**config.mk**
```make
export PLATFORM = sky130hd
export DESIGN_NAME = gate_meter
export DESIGN_NICKNAME = d
export VERILOG_FILES = /design/src/rtl/gate_pkg.sv /design/src/rtl/gate_sync_edge.sv /design/src/rtl/gate_meter.sv
export SDC_FILE = /design/constraint.sdc
export NUM_CORES = 1
export LEC_CHECK = 0
export ABC_AREA = 1
export CAP_MARGIN = 30
export CORE_MARGIN = 3
export CORE_UTILIZATION = 35
export DETAILED_ROUTE_END_ITERATION = 8
export GPL_TIMING_DRIVEN = 0
export MAX_ROUTING_LAYER = met4
export PLACE_DENSITY = 0.6
export SETUP_SLACK_MARGIN = 0.5
export SLEW_MARGIN = 40
export SYNTH_ARGS = -nofsm -noshare
export SYNTH_HDL_FRONTEND = slang
export SYNTH_SLANG_ARGS = --single-unit
```
**constraint.sdc**
```tcl
create_clock -name clk -period 2.4 [get_ports clk]
set_input_delay 0.24 -clock clk [delete_from_list [all_inputs] [get_ports clk]]
set_output_delay 0.24 -clock clk [all_outputs]
set_load 0.02 [all_outputs]
```
**src/rtl/gate_pkg.sv**
```systemverilog
// Shared definitions for the gate generator/meter family.
package gate_pkg;

  localparam int GATE_CNT_W = 28;

  typedef enum logic [1:0] {
    IDLE,
    ARM,
    HIGH,
    LOW
  } gate_state_e;

endpackage

```
**src/rtl/gate_sync_edge.sv**
```systemverilog
// Synchronises an asynchronous gate and produces registered rise/fall strobes,
// with a level output aligned to those strobes.
module gate_sync_edge #(
  parameter int SYNC_STAGES = 2
) (
  input  logic clk,
  input  logic rst,
  input  logic i_gate,
  output logic o_gate_s,
  output logic o_rise,
  output logic o_fall
);

  logic [SYNC_STAGES-1:0] r_sync;
  logic                   r_gate_d;
  logic                   r_level;
  logic                   r_rise;
  logic                   r_fall;
  logic                   w_gate_s;

  assign w_gate_s = r_sync[SYNC_STAGES-1];

  always_ff @(posedge clk) begin
    if (rst) begin
      r_sync   <= '0;
      r_gate_d <= 1'b0;
      r_level  <= 1'b0;
      r_rise   <= 1'b0;
      r_fall   <= 1'b0;
    end else begin
      r_sync   <= {r_sync[SYNC_STAGES-2:0], i_gate};
      r_gate_d <= w_gate_s;
      // Strobes are registered so the FSM sees a clean, glitch-free edge.
      r_level  <= w_gate_s;
      r_rise   <= w_gate_s & ~r_gate_d;
      r_fall   <= ~w_gate_s & r_gate_d;
    end
  end

  assign o_gate_s = r_level;
  assign o_rise   = r_rise;
  assign o_fall   = r_fall;

endmodule

```
**src/rtl/gate_meter.sv**
```systemverilog
// Measures high time, low time and period of a gate waveform in clk cycles,
// reporting each complete period with a one-cycle strobe.
module gate_meter
  import gate_pkg::*;
#(
  parameter int CNT_W       = GATE_CNT_W,
  parameter int SYNC_STAGES = 2
) (
  input  logic             clk,
  input  logic             rst,
  input  logic             en,
  input  logic             gate_in,
  output logic [CNT_W-1:0] high_len,
  output logic [CNT_W-1:0] low_len,
  output logic [CNT_W-1:0] period,
  output logic             meas_valid,
  output logic             timeout,
  output logic [15:0]      meas_cnt
);

  // A counter holding this value cannot advance without reaching all-ones.
  localparam logic [CNT_W-1:0] LAST_LEN = {{(CNT_W-1){1'b1}}, 1'b0};
  localparam logic [CNT_W-1:0] ONE      = CNT_W'(1);

  logic w_gate_s, w_rise, w_fall;

  gate_sync_edge #(
    .SYNC_STAGES(SYNC_STAGES)
  ) u_sync (
    .clk      (clk),
    .rst      (rst),
    .i_gate   (gate_in),
    .o_gate_s (w_gate_s),
    .o_rise   (w_rise),
    .o_fall   (w_fall)
  );

  gate_state_e      r_state;
  logic [CNT_W-1:0] r_hcnt, r_lcnt;
  logic [CNT_W-1:0] r_high_len, r_low_len, r_period;
  logic             r_meas_valid, r_timeout;
  logic [15:0]      r_meas_cnt;

  logic [CNT_W:0]   w_sum;
  logic [CNT_W-1:0] w_period;

  assign w_sum    = {1'b0, r_hcnt} + {1'b0, r_lcnt};
  assign w_period = w_sum[CNT_W] ? {CNT_W{1'b1}} : w_sum[CNT_W-1:0];

  always_ff @(posedge clk) begin
    if (rst) begin
      r_state      <= IDLE;
      r_hcnt       <= '0;
      r_lcnt       <= '0;
      r_high_len   <= '0;
      r_low_len    <= '0;
      r_period     <= '0;
      r_meas_valid <= 1'b0;
      r_timeout    <= 1'b0;
      r_meas_cnt   <= '0;
    end else begin
      r_meas_valid <= 1'b0;
      r_timeout    <= 1'b0;
      if (!en) begin
        r_state <= IDLE;
        r_hcnt  <= '0;
        r_lcnt  <= '0;
      end else begin
        case (r_state)
          IDLE: begin
            r_hcnt  <= '0;
            r_lcnt  <= '0;
            r_state <= ARM;
          end
          ARM: begin
            if (w_rise) begin
              r_hcnt  <= ONE;
              r_lcnt  <= '0;
              r_state <= HIGH;
            end
          end
          HIGH: begin
            if (w_fall) begin
              r_lcnt  <= ONE;
              r_state <= LOW;
            end else if (r_hcnt == LAST_LEN) begin
              r_timeout <= 1'b1;
              r_hcnt    <= '0;
              r_lcnt    <= '0;
              r_state   <= ARM;
            end else begin
              r_hcnt <= r_hcnt + ONE;
            end
          end
          LOW: begin
            if (w_rise) begin
              // The rise that closes this period also opens the next one.
              r_high_len   <= r_hcnt;
              r_low_len    <= r_lcnt;
              r_period     <= w_period;
              r_meas_valid <= 1'b1;
              r_meas_cnt   <= r_meas_cnt + 16'd1;
              r_hcnt       <= ONE;
              r_lcnt       <= '0;
              r_state      <= HIGH;
            end else if (r_lcnt == LAST_LEN) begin
              r_timeout <= 1'b1;
              r_hcnt    <= '0;
              r_lcnt    <= '0;
              r_state   <= ARM;
            end else begin
              r_lcnt <= r_lcnt + ONE;
            end
          end
          default: r_state <= IDLE;
        endcase
      end
    end
  end

  assert property (@(posedge clk) disable iff (rst)
    !(w_rise && w_fall) && (!w_rise || w_gate_s) && (!w_fall || !w_gate_s));

  assign high_len   = r_high_len;
  assign low_len    = r_low_len;
  assign period     = r_period;
  assign meas_valid = r_meas_valid;
  assign timeout    = r_timeout;
  assign meas_cnt   = r_meas_cnt;

endmodule

```
# [Yosys cells after proc, flatten, opt, wreduce, memory -nomap -nowiden]
# Cells that the tools add are included.
[word_totals] wordCells=64 ff_bits=165
[classes] mux=25 eq_ne=9 addsub=4 n_bitwise=6 n_reduce_logical=7
[ops] op="28-bit two-way mux" count=11
[ops] op="28-bit case mux with 4 select lines" count=2
[ops] op="28-bit by 1-bit adder with 28-bit output, second input constant" count=2
[ops] op="28-bit equality test, second input constant" count=2
[ops] op="28-bit by 28-bit adder with 29-bit output" count=1
[ops] op="16-bit by 1-bit adder with 16-bit output, second input constant" count=1
[ops] op="2-bit two-way mux" count=5
[ops] op="3-bit AND reduction" count=3
[ops] op="2-bit case mux with 4 select lines" count=1
[ops] op="3-bit by 2-bit inequality test with 1-bit output, second input constant" count=2
[ops] op="1-bit two-way mux" count=5
[ops] op="2-bit equality test, second input constant" count=2
[ops] op="1-bit inverter" count=4
[ops] op="3-bit OR reduction" count=1
[ops] op="1-bit bitwise AND" count=2
[ops] op="2-bit by 1-bit equality test with 1-bit output, second input constant" count=1
[ops] op="2-bit zero test" count=1
[ops] op="2-bit by 1-bit inequality test with 1-bit output, second input constant" count=1
[ops] op="2-bit inequality test, second input constant" count=1
[ops] op="1-bit case mux with 2 select lines" count=1
[ops] op="2-bit AND reduction" count=1
[ops] op="2-bit OR reduction" count=1

# [Depth between registers and ports, before layout]
# Gate-level depths: netlist of the first run.
[depth] depth_word=4 mapped_depth=14

# [By module]
# Synthesis of the first run repeated with hierarchy kept, for this count alone.
[unflattened] hier_cells=1565 hier_area_um2=9790.6
[modules_own_cells] module="gate_meter" area_each_um2=9650.5 cells_per_inst=1550 seq_area_each_um2=3203.1 instances=1
[modules_own_cells] module="gate_sync_edge" area_each_um2=140.1 cells_per_inst=15 seq_area_each_um2=100.1 instances=1

# [Least setup slack after synthesis of the first run]
# Ideal clock, no wire load.
[synth_timing] kind="register -> register" start="register r_hcnt[0]" end="register r_period[25], in the netlist period[25]" arrival_ns=1.975 n_path_buf=1 path_stages_with_launch=14 slack_ns=0.316 required_time_ns=2.291 cell_sequence="dfxtp_1 > ha_1 > fa_1 > nand3_1 > nand3_1 > nand3_1 > nand3_1 > nand2_1 > nand2_1 > nand2_2 > buf_4 > nand3_1 > nand2_1 > inv_1"
[synth_via] elab_chain_len=2
[synth_rtl] element="start, declared" line_no="gate_meter.sv:39" text="logic [CNT_W-1:0] r_hcnt, r_lcnt;"
[synth_rtl] element="start signal, assigned" line_no="gate_meter.sv:92" text="r_hcnt <= r_hcnt + ONE;"
[synth_rtl] element="28-bit by 28-bit adder with 29-bit output" line_no="gate_meter.sv:47" text="assign w_sum = {1'b0, r_hcnt} + {1'b0, r_lcnt};"
[synth_rtl] element="28-bit two-way mux" line_no="gate_meter.sv:48" text="assign w_period = w_sum[CNT_W] ? {CNT_W{1'b1}} : w_sum[CNT_W-1:0];"
[synth_rtl] element="end signal, assigned" line_no="gate_meter.sv:100" text="r_period <= w_period;"
[synth_rtl] element="end, declared" line_no="gate_meter.sv:40" text="logic [CNT_W-1:0] r_high_len, r_low_len, r_period;"
# Every way passes these cells.
# A chain may end at the register's enable or synchronous reset.

# [Final worst setup path of the first run]
[layout_timing] start="register r_hcnt[0]" end="register r_period[17], in the netlist period[17]"
# Same word-level chain as after synthesis.

==> flow_summary_export.csv, run 1 <==
group,metric,value,unit
timing,drv_slew,0,
cts,h-tree-depth,4,
global_routing,grt_first_pass_wirelength,54400,um
routing,drtIter0Drc,787,
timing,finalHoldViolCount,0,
logic_synthesis,synth.area.top_cells,"dfxtp_1 34%, nand2_1 17%, nor2_1 9.5%",
timing,tightest_slew,0.630,ns
floorplanning,die_y,172,um
floorplanning,row_count,60,
floorplanning,coreArea,0.0270,sq mm
worst_setup_path,setup.worst_path.start,"r_hcnt[0]$_SDFFE_PP0P_",
timing,fin_ws,0.370,ns
floorplanning,initial_utilization,35.8,%
logic_synthesis,async_flop_share,0,%
routing,drt_pre_antenna_iters,5,
timing,fmax,0.493,GHz
worst_hold_path,hold_path.class,"input port to register",
floorplanning,pin_count,106,
timing,hold_ws,0.319,ns
logic_synthesis,syn_inst,1563,
placement,preCtsSetupSlack,-0.322,ns
power,peakVddDrop,0.415,mV
worst_setup_path,rrSetupSlack,0.37,ns
worst_setup_path,critPathKind,"register to register",
timing,rsz0062_at_grt,"yes",
logic_synthesis,synth_edf_count,0,
logic_synthesis,syn_nets,1601,
worst_setup_path,rr_startpoint,"r_hcnt[0]$_SDFFE_PP0P_",
worst_setup_path,cp_slowest_stage_delay,0.37,ns
floorplanning,dieArea,0.0297,sq mm
worst_setup_path,critPathArrivalTime,2.37,ns
layout,final_cell_area,0.0132,sq mm
global_routing,antenna_found_initial,0,
cts,hold_buffers,0,
logic_synthesis,synthFlopType,"dfxtp_1",
logic_synthesis,postSynthAreaPerCell,6.19,sq um
layout,final_nets,1774,
global_routing,overflow,0,
placement,port_buffers,105,
worst_setup_path,r2r-end,"period[17]$_SDFFE_PP0P_",
cts,cts_max_path_buffers,2,
routing,num_vias,10600,
timing,setup_viol,0,
placement,gp_congestion,0.972,
logic_synthesis,yosysWarnings,0,
worst_setup_path,rr_worst_depth,14,
worst_setup_path,endpoint_kind,"register",
run_status,status,"complete, no violations",
worst_setup_path,crit_slowest_cell,"dfxtp_4",
layout,drive_gt1_share,17.3,%
cts,cts_tree,"yes",
cts,cts.sinks,165,
layout,fillers,2815,
cts,clkLatencyLatePin,0.44,ns
logic_synthesis,ys_ff_latch,165,
flow_run,drv_cap,0,
cts,root_buffer,"clkbuf_16",
timing,fin_skew,0.0144,ns
routing,post_drt_wl_per_cell,17.2,um
logic_synthesis,netlist_top_cells_count,"443 x nand2_1, 244 x nor2_1, 215 x inv_1",
worst_setup_path,path_common_cell,"nand3_2",
routing,drc,0,
logic_synthesis,netlist.area_leader.share,34.1,%
worst_setup_path,cp_data_required_time,2.74,ns
power,p_per_area,449,mW/mm^2
logic_synthesis,ys_seq_area_share,34.1,%
power,power_leakage,5.33,nW
routing,antenna_left,0,
layout,antenna_cells,0,
timing,finalCritPeriodShare,84.6,%
worst_setup_path,crit_path_start_kind,"register",
routing,wl,36000,um
logic_synthesis,post-synth-top-area-cell,"dfxtp_1",
layout,syn_to_final_growth,36.4,%
logic_synthesis,ys_types,39,
cts,cts_buffers,17,
routing,viasPerCell,5.09,
placement,place_area,0.0112,sq mm
cts,cts.reportedPaths.clkPinSlew,0.08,ns
power,power.total,5.92,mW
logic_synthesis,synthesis.area,0.00968,sq mm
global_routing,grt_max_degree,17,
global_routing,grtUsageTotal,24.6,%
worst_setup_path,setup.worst_path.end,"period[17]$_SDFFE_PP0P_",
global_routing,grt_pass1_vias,9805,
logic_synthesis,yosysMostFrequentCell,"nand2_1",
placement,dp_hpwl,27000,um
timing,fin_crit,2.03,ns
worst_setup_path,path_cells,"ha_4 -> fa_2 -> nand3_2 -> nand3_4 -> nand3_2 -> nand3_2 -> nand2_2 -> nand2_2 -> nand2_4 -> buf_12 -> buf_8 -> nand3_2 -> nand2_1 -> inv_1",
floorplanning,die_width,172,um
worst_setup_path,cp_max_fo,5,
timing,worst_slew_margin_rel,58.0,%
logic make-up (layout without fill, tap and decap cells):
family                     after synthesis  after routing  synth area share, %
and+or+nand+nor                        860            860                 36.7
AOI/OAI and AO/OA                      218            218                 11.9
xor gates and xnor gates                25             25                 2.26
adders and majority gates               34             34                 4.47
buffers and inverters                  261            447                 10.5
DFF                                    165            165                 34.1
worst max-delay path: cells and delay by family (launching register included):
kind / cells / cell delay, ns
flip-flops: 1 / 0.37
adder cells (fa/ha/maj): 2 / 0.54
AND/OR/NAND/NOR: 9 / 0.74
buffers and inverters: 3 / 0.29
per-stage QoR:
| stage | util, % | setup TNS [ns] | instances |
|---|---|---|---|
| 4_1_cts | 45.8 | 0 | 2058 |
| 6_report | 48.8 | 0 | 2090 |
| 3_5_place_dp | 41.4 | -11.20 | 2009 |
| 2_1_floorplan | - | 0 | 1563 |
| 5_1_grt | 48.8 | 0 | 2090 |
| 3_3_place_gp | 41.4 | -16.83 | 2009 |
placed cells by master (no fill, tap or decap), types with 19 or more instances in the layout:
master,n
clkbuf_16,19
a21oi_1,97
clkdlybuf4s50_1,105
nand2_2,33
nand3_1,90
dfxtp_4,36
buf_4,38
o21ai_0,90
inv_1,209
nand4_1,26
dfxtp_1,108
nor2_1,220
ha_4,20
dfxtp_2,21
nand2_1,406
report_power, final:
group	switching [mW]	total (mW)	internal, mW
Combinational	0.170	0.272	0.102
Clock	1.31	2.94	1.63
Sequential	0.0102	2.71	2.70
area by class of cell:
type | instances | area [sq um] | area share [%]
buffer | 42 | 268 | 2.03
clock buffer | 19 | 453 | 3.43
clock inverter | 13 | 163 | 1.23
inverter | 219 | 836 | 6.34
multi-input combinational | 1137 | 6060 | 45.9
sequential | 165 | 3460 | 26.3
tap | 341 | 427 | 3.23
timing repair buffer | 154 | 1520 | 11.5
flip-flops by register name, summed over array words and instances (netlist names):
register / cells
u_sync.r_gate_d: 1
high_len: 28
u_sync.r_sync: 2
r_hcnt: 28
timeout: 1
meas_valid: 1
meas_cnt: 16
u_sync.o_fall: 1
r_lcnt: 28
period: 28
u_sync.o_rise: 1
r_state: 2
low_len: 28
how the worst min path moves through the flow:
stage                                  end  depth (start not counted)                         from
2_1_floorplan  u_sync.r_sync[0]$_SDFF_PP0_                          2                      gate_in
3_3_place_gp   u_sync.r_sync[1]$_SDFF_PP0_                          2  u_sync.r_sync[0]$_SDFF_PP0_
3_5_place_dp   u_sync.r_sync[1]$_SDFF_PP0_                          2  u_sync.r_sync[0]$_SDFF_PP0_
4_1_cts        u_sync.r_sync[0]$_SDFF_PP0_                          3                      gate_in
5_1_grt        u_sync.r_sync[0]$_SDFF_PP0_                          3                      gate_in
6_report       u_sync.r_sync[0]$_SDFF_PP0_                          3                      gate_in
layer usage:
layer | vias to the layer above | wire length (um) | GRT usage [%]
li1 | 5300 | - | -
met1 | 4963 | 16200 | 31.7
met2 | 295 | 16800 | 39.6
met3 | 72 | 1530 | 3.52
met4 | 0 | 1500 | 8.50
met5 | - | 0 | -
what timing repair did:
| action | 4_1_cts | 5_1_grt |
|---|---|---|
| gates resized for setup | 146 | 152 |
| pin swaps | 8 | 30 |
| cloned | 1 | 4 |
| setup buffers | 16 | 28 |
| setup endpoints to repair | 145 | 129 |
(Power assumes the default switching activity.)
==> run 2, diff against run 1 <==
==> constraint.sdc (replaced) <==
create_clock -name clk -period 1.89 [get_ports clk]
set_input_delay 0.189 -clock clk [delete_from_list [all_inputs] [get_ports clk]]
set_output_delay 0.189 -clock clk [all_outputs]
set_load 0.02 [all_outputs]
==> run 2 against run 1 <==
The flow now finishes with violations (negative setup slack); critical path depth shrank 3; wire length grew 10%; clock power is 21% higher; cell count up 3.7%; combinational power is 99% higher; critical path type unchanged; highest routed layer unchanged.
==> flow_summary_export.csv, run 2 (synthesis gave the netlist of run 1 again) <==
group,metric,value,unit
power,comb_power_share,7.2,%
timing,fin_ws,-0.0997,ns
run_status,status,"finished, violations left",
global_routing,grt_max_degree,17,
floorplanning,pin_count,106,
worst_hold_path,hold_path.class,"input port to register",
global_routing,overflow,0,
worst_setup_path,critPathArrivalTime,2.36,ns
layout,antenna_cells,0,
cts,cts_max_path_buffers,2,
cts,cts_tree,"yes",
layout,drive_gt1_share,33.6,%
timing,drv_slew,0,
placement,post-place-cells,2009,
power,p_sw,1.93,mW
cts,cts_buffers,17,
timing,fin_skew,0.0142,ns
routing,post_drt_wl_per_cell,18.3,um
worst_setup_path,crit_path_start_kind,"register",
timing,finalCritPeriodShare,105,%
routing,viasPerCell,5.23,
layout,fin_cells,2168,
worst_setup_path,cp_max_fo,6,
routing,num_vias,11300,
global_routing,grt_first_pass_wirelength,57400,um
layout,syn_to_final_growth,60.4,%
floorplanning,dieArea,0.0297,sq mm
routing,drt_pre_antenna_iters,7,
floorplanning,row_count,60,
routing,drc,0,
floorplanning,coreArea,0.0270,sq mm
power,peakVddDrop,0.512,mV
cts,cts.reportedPaths.clkPinSlew,0.08,ns
flow_run,drv_cap,0,
power,swShare,25.6,%
layout,final_cell_mix,"354 x nand2_1, 204 x inv_1, 193 x nor2_1",
cts,root_buffer,"clkbuf_16",
floorplanning,initial_utilization,35.8,%
run_status,violations,"negative setup slack",
cts,clkLatencyLatePin,0.45,ns
cts,cts.sinks,165,
global_routing,met1_usage,32.4,%
layout,final_cell_area,0.0155,sq mm
floorplanning,die_width,172,um
layout,final_nets,1853,
timing,fmax,0.503,GHz
timing,finalSetupTns,-2.03,ns
routing,drtIter0Drc,899,
timing,tightest_slew,0.740,ns
power,internal_power,5.61,mW
worst_setup_path,endpoint_kind,"register",
placement,port_buffers,105,
cts,hold_buffers,0,
power,p_clk_share,47.3,%
placement,place_area,0.0113,sq mm
placement,dp_hpwl,26700,um
layout,fillers,2457,
power,power_leakage,7.02,nW
global_routing,grtUsageTotal,25.9,%
global_routing,use_met2,42.3,%
timing,rsz0062_at_grt,"yes",
routing,wl,39700,um
global_routing,grt_pass1_vias,10500,
global_routing,grtUsageMet3,3.57,%
power,p_per_area,486,mW/mm^2
worst_setup_path,critPathKind,"register to register",
global_routing,antenna_found_initial,0,
routing,antenna_left,0,
timing,worst_slew_margin_rel,50.7,%
worst_setup_path,cp_data_required_time,2.26,ns
power,power_frac_seq,45.6,%
timing,fin_crit,1.99,ns
placement,gp_congestion,0.995,
layout,layout_commonest_cell,"nand2_1",
floorplanning,die_y,172,um
cts,h-tree-depth,4,
global_routing,grt-busiest-layer,"met2",
timing,setup_viol,51,
timing,finalHoldViolCount,0,
==> run 2: power groups by stage <==
stage | clock network [mW] | logic, mW | registers [mW]
global route | 3.73 | 0.565 | 3.44
detailed placement | 0 | 0.246 | 3.58
finish | 3.57 | 0.541 | 3.44
global placement | 0 | 0.245 | 3.58
floorplan | 0 | 0.155 | 3.57
CTS | 3.62 | 0.419 | 3.45
==> run 2: worst max-delay path, stage by stage, from the launching register on <==
cell     delay (ns)
dfxtp_4        0.44
nand2_1        0.16
nor2_4         0.15
nand2_2        0.09
nor2_2         0.10
nand2_2        0.10
buf_6          0.14
a21oi_4        0.26
buf_4          0.17
buf_6          0.13
nand2_1        0.06
a21oi_1        0.12
==> run 2: worst paths after layout <==
check                                                  from                          end  slack, ns  cells after the start
worst max-delay path                r_lcnt[12]$_SDFFE_PP0P_      r_hcnt[10]$_SDFFE_PP0P_       -0.1                     11
worst min-delay path                                gate_in  u_sync.r_sync[0]$_SDFF_PP0_       0.28                      3
worst max register to register      r_lcnt[12]$_SDFFE_PP0P_      r_hcnt[10]$_SDFFE_PP0P_       -0.1                     11
worst min register to register  u_sync.r_sync[0]$_SDFF_PP0_  u_sync.r_sync[1]$_SDFF_PP0_       0.41                      2
==> run 2: metrics by stage <==
stage	hold slack, ns	utilization (%)	total power [mW]	worst slack [ns]
after floorplan	0.296	-	3.73	0.0561
after global placement	0.398	41.8	3.82	-0.780
after detailed placement	0.403	41.8	3.82	-0.721
after CTS	0.273	51.2	7.49	-0.0563
after global routing	0.312	57.4	7.73	-0.171
final	0.276	57.4	7.54	-0.0997
==> run 2: cell type report <==
type / count / area (sq um) / share of cell area (%)
Buffer: 42 / 464 / 2.99
Timing Repair Buffer: 233 / 2490 / 16.1
Sequential cell: 165 / 3490 / 22.5
Clock buffer: 21 / 470 / 3.03
Clock inverter: 10 / 110 / 0.710
Tap cell: 341 / 427 / 2.75
Inverter: 219 / 851 / 5.48
Multi-Input combinational cell: 1137 / 7210 / 46.4
==> run 2: layer usage <==
metal	up-vias	part of all wire (%)
li1	5456	-
met1	5366	42
met2	414	48
met3	101	5.9
met4	0	4.2
met5	-	0
==> run 2: repair_timing <==
| action | 4_1_cts | 5_1_grt |
|---|---|---|
| resized for setup | 480 | 364 |
| gates cloned | 9 | 10 |
| endpoints found under the setup margin | 262 | 190 |
| setup buffers | 70 | 39 |
| pin swaps | 65 | 102 |
==> run 3, diff against run 2 <==
==> constraint.sdc (replaced) <==
create_clock -name clk -period 2.2 [get_ports clk]
set_input_delay 0.22 -clock clk [delete_from_list [all_inputs] [get_ports clk]]
set_output_delay 0.22 -clock clk [all_outputs]
set_load 0.02 [all_outputs]
==> run 3 against run 2 <==
The flow now finishes without violations; global-route usage down 1.5 points; sequential cell count unchanged; clock power down 13%; clock-buffer cell count down 4; largest power group unchanged; highest routed layer unchanged.
==> flow_summary_export.csv, run 3 (synthesis gave the netlist of run 1 again) <==
group,metric,value,unit
run_status,status,"complete, no violations",
floorplanning,dieArea,0.0297,sq mm
timing,tightest_slew,0.747,ns
timing,setup_viol,0,
power,p_per_area,465,mW/mm^2
worst_setup_path,critPathArrivalTime,2.34,ns
timing,drv_slew,0,
layout,antenna_cells,0,
global_routing,grtUsageTotal,24.3,%
placement,gp_congestion,0.963,
timing,finalHoldViolCount,0,
layout,syn_to_final_growth,42.5,%
power,power_frac_seq,46.2,%
power,power_leakage,5.83,nW
worst_setup_path,crit_buf_inv,2,
cts,h-tree-depth,4,
timing,worst_slew_margin_rel,50.2,%
cts,cts_buffers,17,
worst_setup_path,path_common_cell,"nand3_2",
floorplanning,initial_utilization,35.8,%
flow_run,drv_cap,0,
timing,finalCritPeriodShare,90.4,%
global_routing,grt_pass1_vias,9744,
floorplanning,pin_count,106,
worst_setup_path,cp_max_fo,6,
power,internal_power,4.64,mW
power,comb_power_share,5.4,%
power,power.total,6.40,mW
global_routing,grt_max_degree,20,
routing,viasPerCell,5.10,
cts,cts.sinks,165,
global_routing,overflow,0,
worst_setup_path,cp_slowest_stage_delay,0.38,ns
layout,final_nets,1789,
cts,cts_max_path_buffers,2,
floorplanning,die_width,172,um
worst_setup_path,cp_data_required_time,2.55,ns
layout,drive_gt1_share,21.5,%
timing,rsz0062_at_grt,"yes",
floorplanning,coreArea,0.0270,sq mm
routing,num_vias,10700,
floorplanning,row_count,60,
routing,drt_pre_antenna_iters,5,
global_routing,antenna_found_initial,0,
timing,fmax,0.503,GHz
worst_setup_path,critPathKind,"register to register",
cts,cts.reportedPaths.clkPinSlew,0.08,ns
worst_setup_path,endpoint_kind,"register",
timing,fin_skew,0.0160,ns
layout,layout_commonest_cell,"nand2_1",
worst_setup_path,crit_slowest_cell,"dfxtp_4",
power,p_clk_share,48.4,%
power,peakVddDrop,0.534,mV
placement,port_buffers,105,
routing,post_drt_wl_per_cell,17.2,um
layout,final_cell_mix,"400 x nand2_1, 208 x inv_1, 203 x nor2_1",
cts,cts_tree,"yes",
routing,wl,36100,um
power,swShare,27.6,%
power,p_sw,1.76,mW
worst_setup_path,path_cells,"ha_4 -> fa_2 -> nand3_2 -> nand3_4 -> nand3_2 -> nand3_2 -> nand2_2 -> nand2_4 -> nand2_8 -> clkbuf_16 -> nand3_4 -> nand2_2 -> inv_1",
routing,antenna_left,0,
placement,post-place-cells,2009,
layout,fin_cells,2105,
worst_hold_path,hold_path.class,"input port to register",
global_routing,grt_first_pass_wirelength,53700,um
worst_setup_path,crit_path_start_kind,"register",
floorplanning,die_y,172,um
cts,clkLatencyLatePin,0.45,ns
routing,drc,0,
cts,root_buffer,"clkbuf_16",
timing,fin_crit,1.99,ns
worst_setup_path,cpLargestDelayFamily,"simple AND/OR/NAND/NOR gates",
cts,hold_buffers,0,
worst_setup_path,rrSetupSlack,0.21,ns
placement,dp_hpwl,26600,um
routing,drtIter0Drc,697,
## run 3: area by class of cell
cell class / instances / area [sq um]
Fill cell: 2701 / 13200
Multi-Input combinational cell: 1137 / 6340
Sequential cell: 165 / 3460
Timing Repair Buffer: 169 / 1800
Inverter: 219 / 840
Tap cell: 341 / 427
Clock buffer: 17 / 425
Buffer: 42 / 310
Clock inverter: 15 / 175
## run 3: final timing paths
check / startpoint / to / cells past startpoint
setup / recovery: r_hcnt[0]$_SDFFE_PP0P_ / period[17]$_SDFFE_PP0P_ / 13
hold reg to reg: u_sync.r_sync[0]$_SDFF_PP0_ / u_sync.r_sync[1]$_SDFF_PP0_ / 2
setup reg to reg: r_hcnt[0]$_SDFFE_PP0P_ / period[17]$_SDFFE_PP0P_ / 13
hold / removal: gate_in / u_sync.r_sync[0]$_SDFF_PP0_ / 3
## run 3: routing by layer
| metal | global-route usage [%] | share of wire (%) | vias to the layer above |
|---|---|---|---|
| li1 | - | - | 5332 |
| met1 | 31.4 | 44 | 4935 |
| met2 | 38.1 | 45 | 347 |
| met3 | 4.05 | 5.6 | 112 |
| met4 | 9.75 | 4.8 | 0 |
| met5 | - | 0 | - |
## run 3: power by group through the flow
stage	clock [mW]	combinational, mW	sequential (mW)
floorplan	0	0.125	3.07
global placement	0	0.201	3.07
detailed placement	0	0.202	3.07
CTS	3.16	0.229	2.98
global route	3.28	0.364	2.96
finish	3.10	0.345	2.96
## run 3: what timing repair did
item                                    CTS  global route
pin swaps                                 4            52
cloned                                    3             7
resized for setup                       160           251
setup buffers                            18            36
endpoints found under the setup margin  167           156
## run 3: metrics by stage
| stage | setup slack [ns] | hold slack [ns] | util, % | cell area, sq um | setup TNS, ns |
|---|---|---|---|---|---|
| 3_3_place_gp | -0.441 | 0.398 | 41.5 | 11200 | -28.48 |
| 4_1_cts | 0.187 | 0.278 | 46.4 | 12500 | 0 |
| 6_report | 0.210 | 0.296 | 51.0 | 13800 | 0 |
| 5_1_grt | 0.115 | 0.320 | 51.0 | 13800 | 0 |
| 3_5_place_dp | -0.417 | 0.400 | 41.5 | 11200 | -20.29 |
| 2_1_floorplan | 0.365 | 0.327 | - | 9740 | 0 |
## run 3: worst register-to-register path, delay by kind of cell (launching register included)
family                   cells  cell delay, ns
AND/OR/NAND/NOR              9            0.75
adder cells (fa/ha/maj)      2            0.56
flip-flops                   1            0.38
buffers and inverters        2            0.19
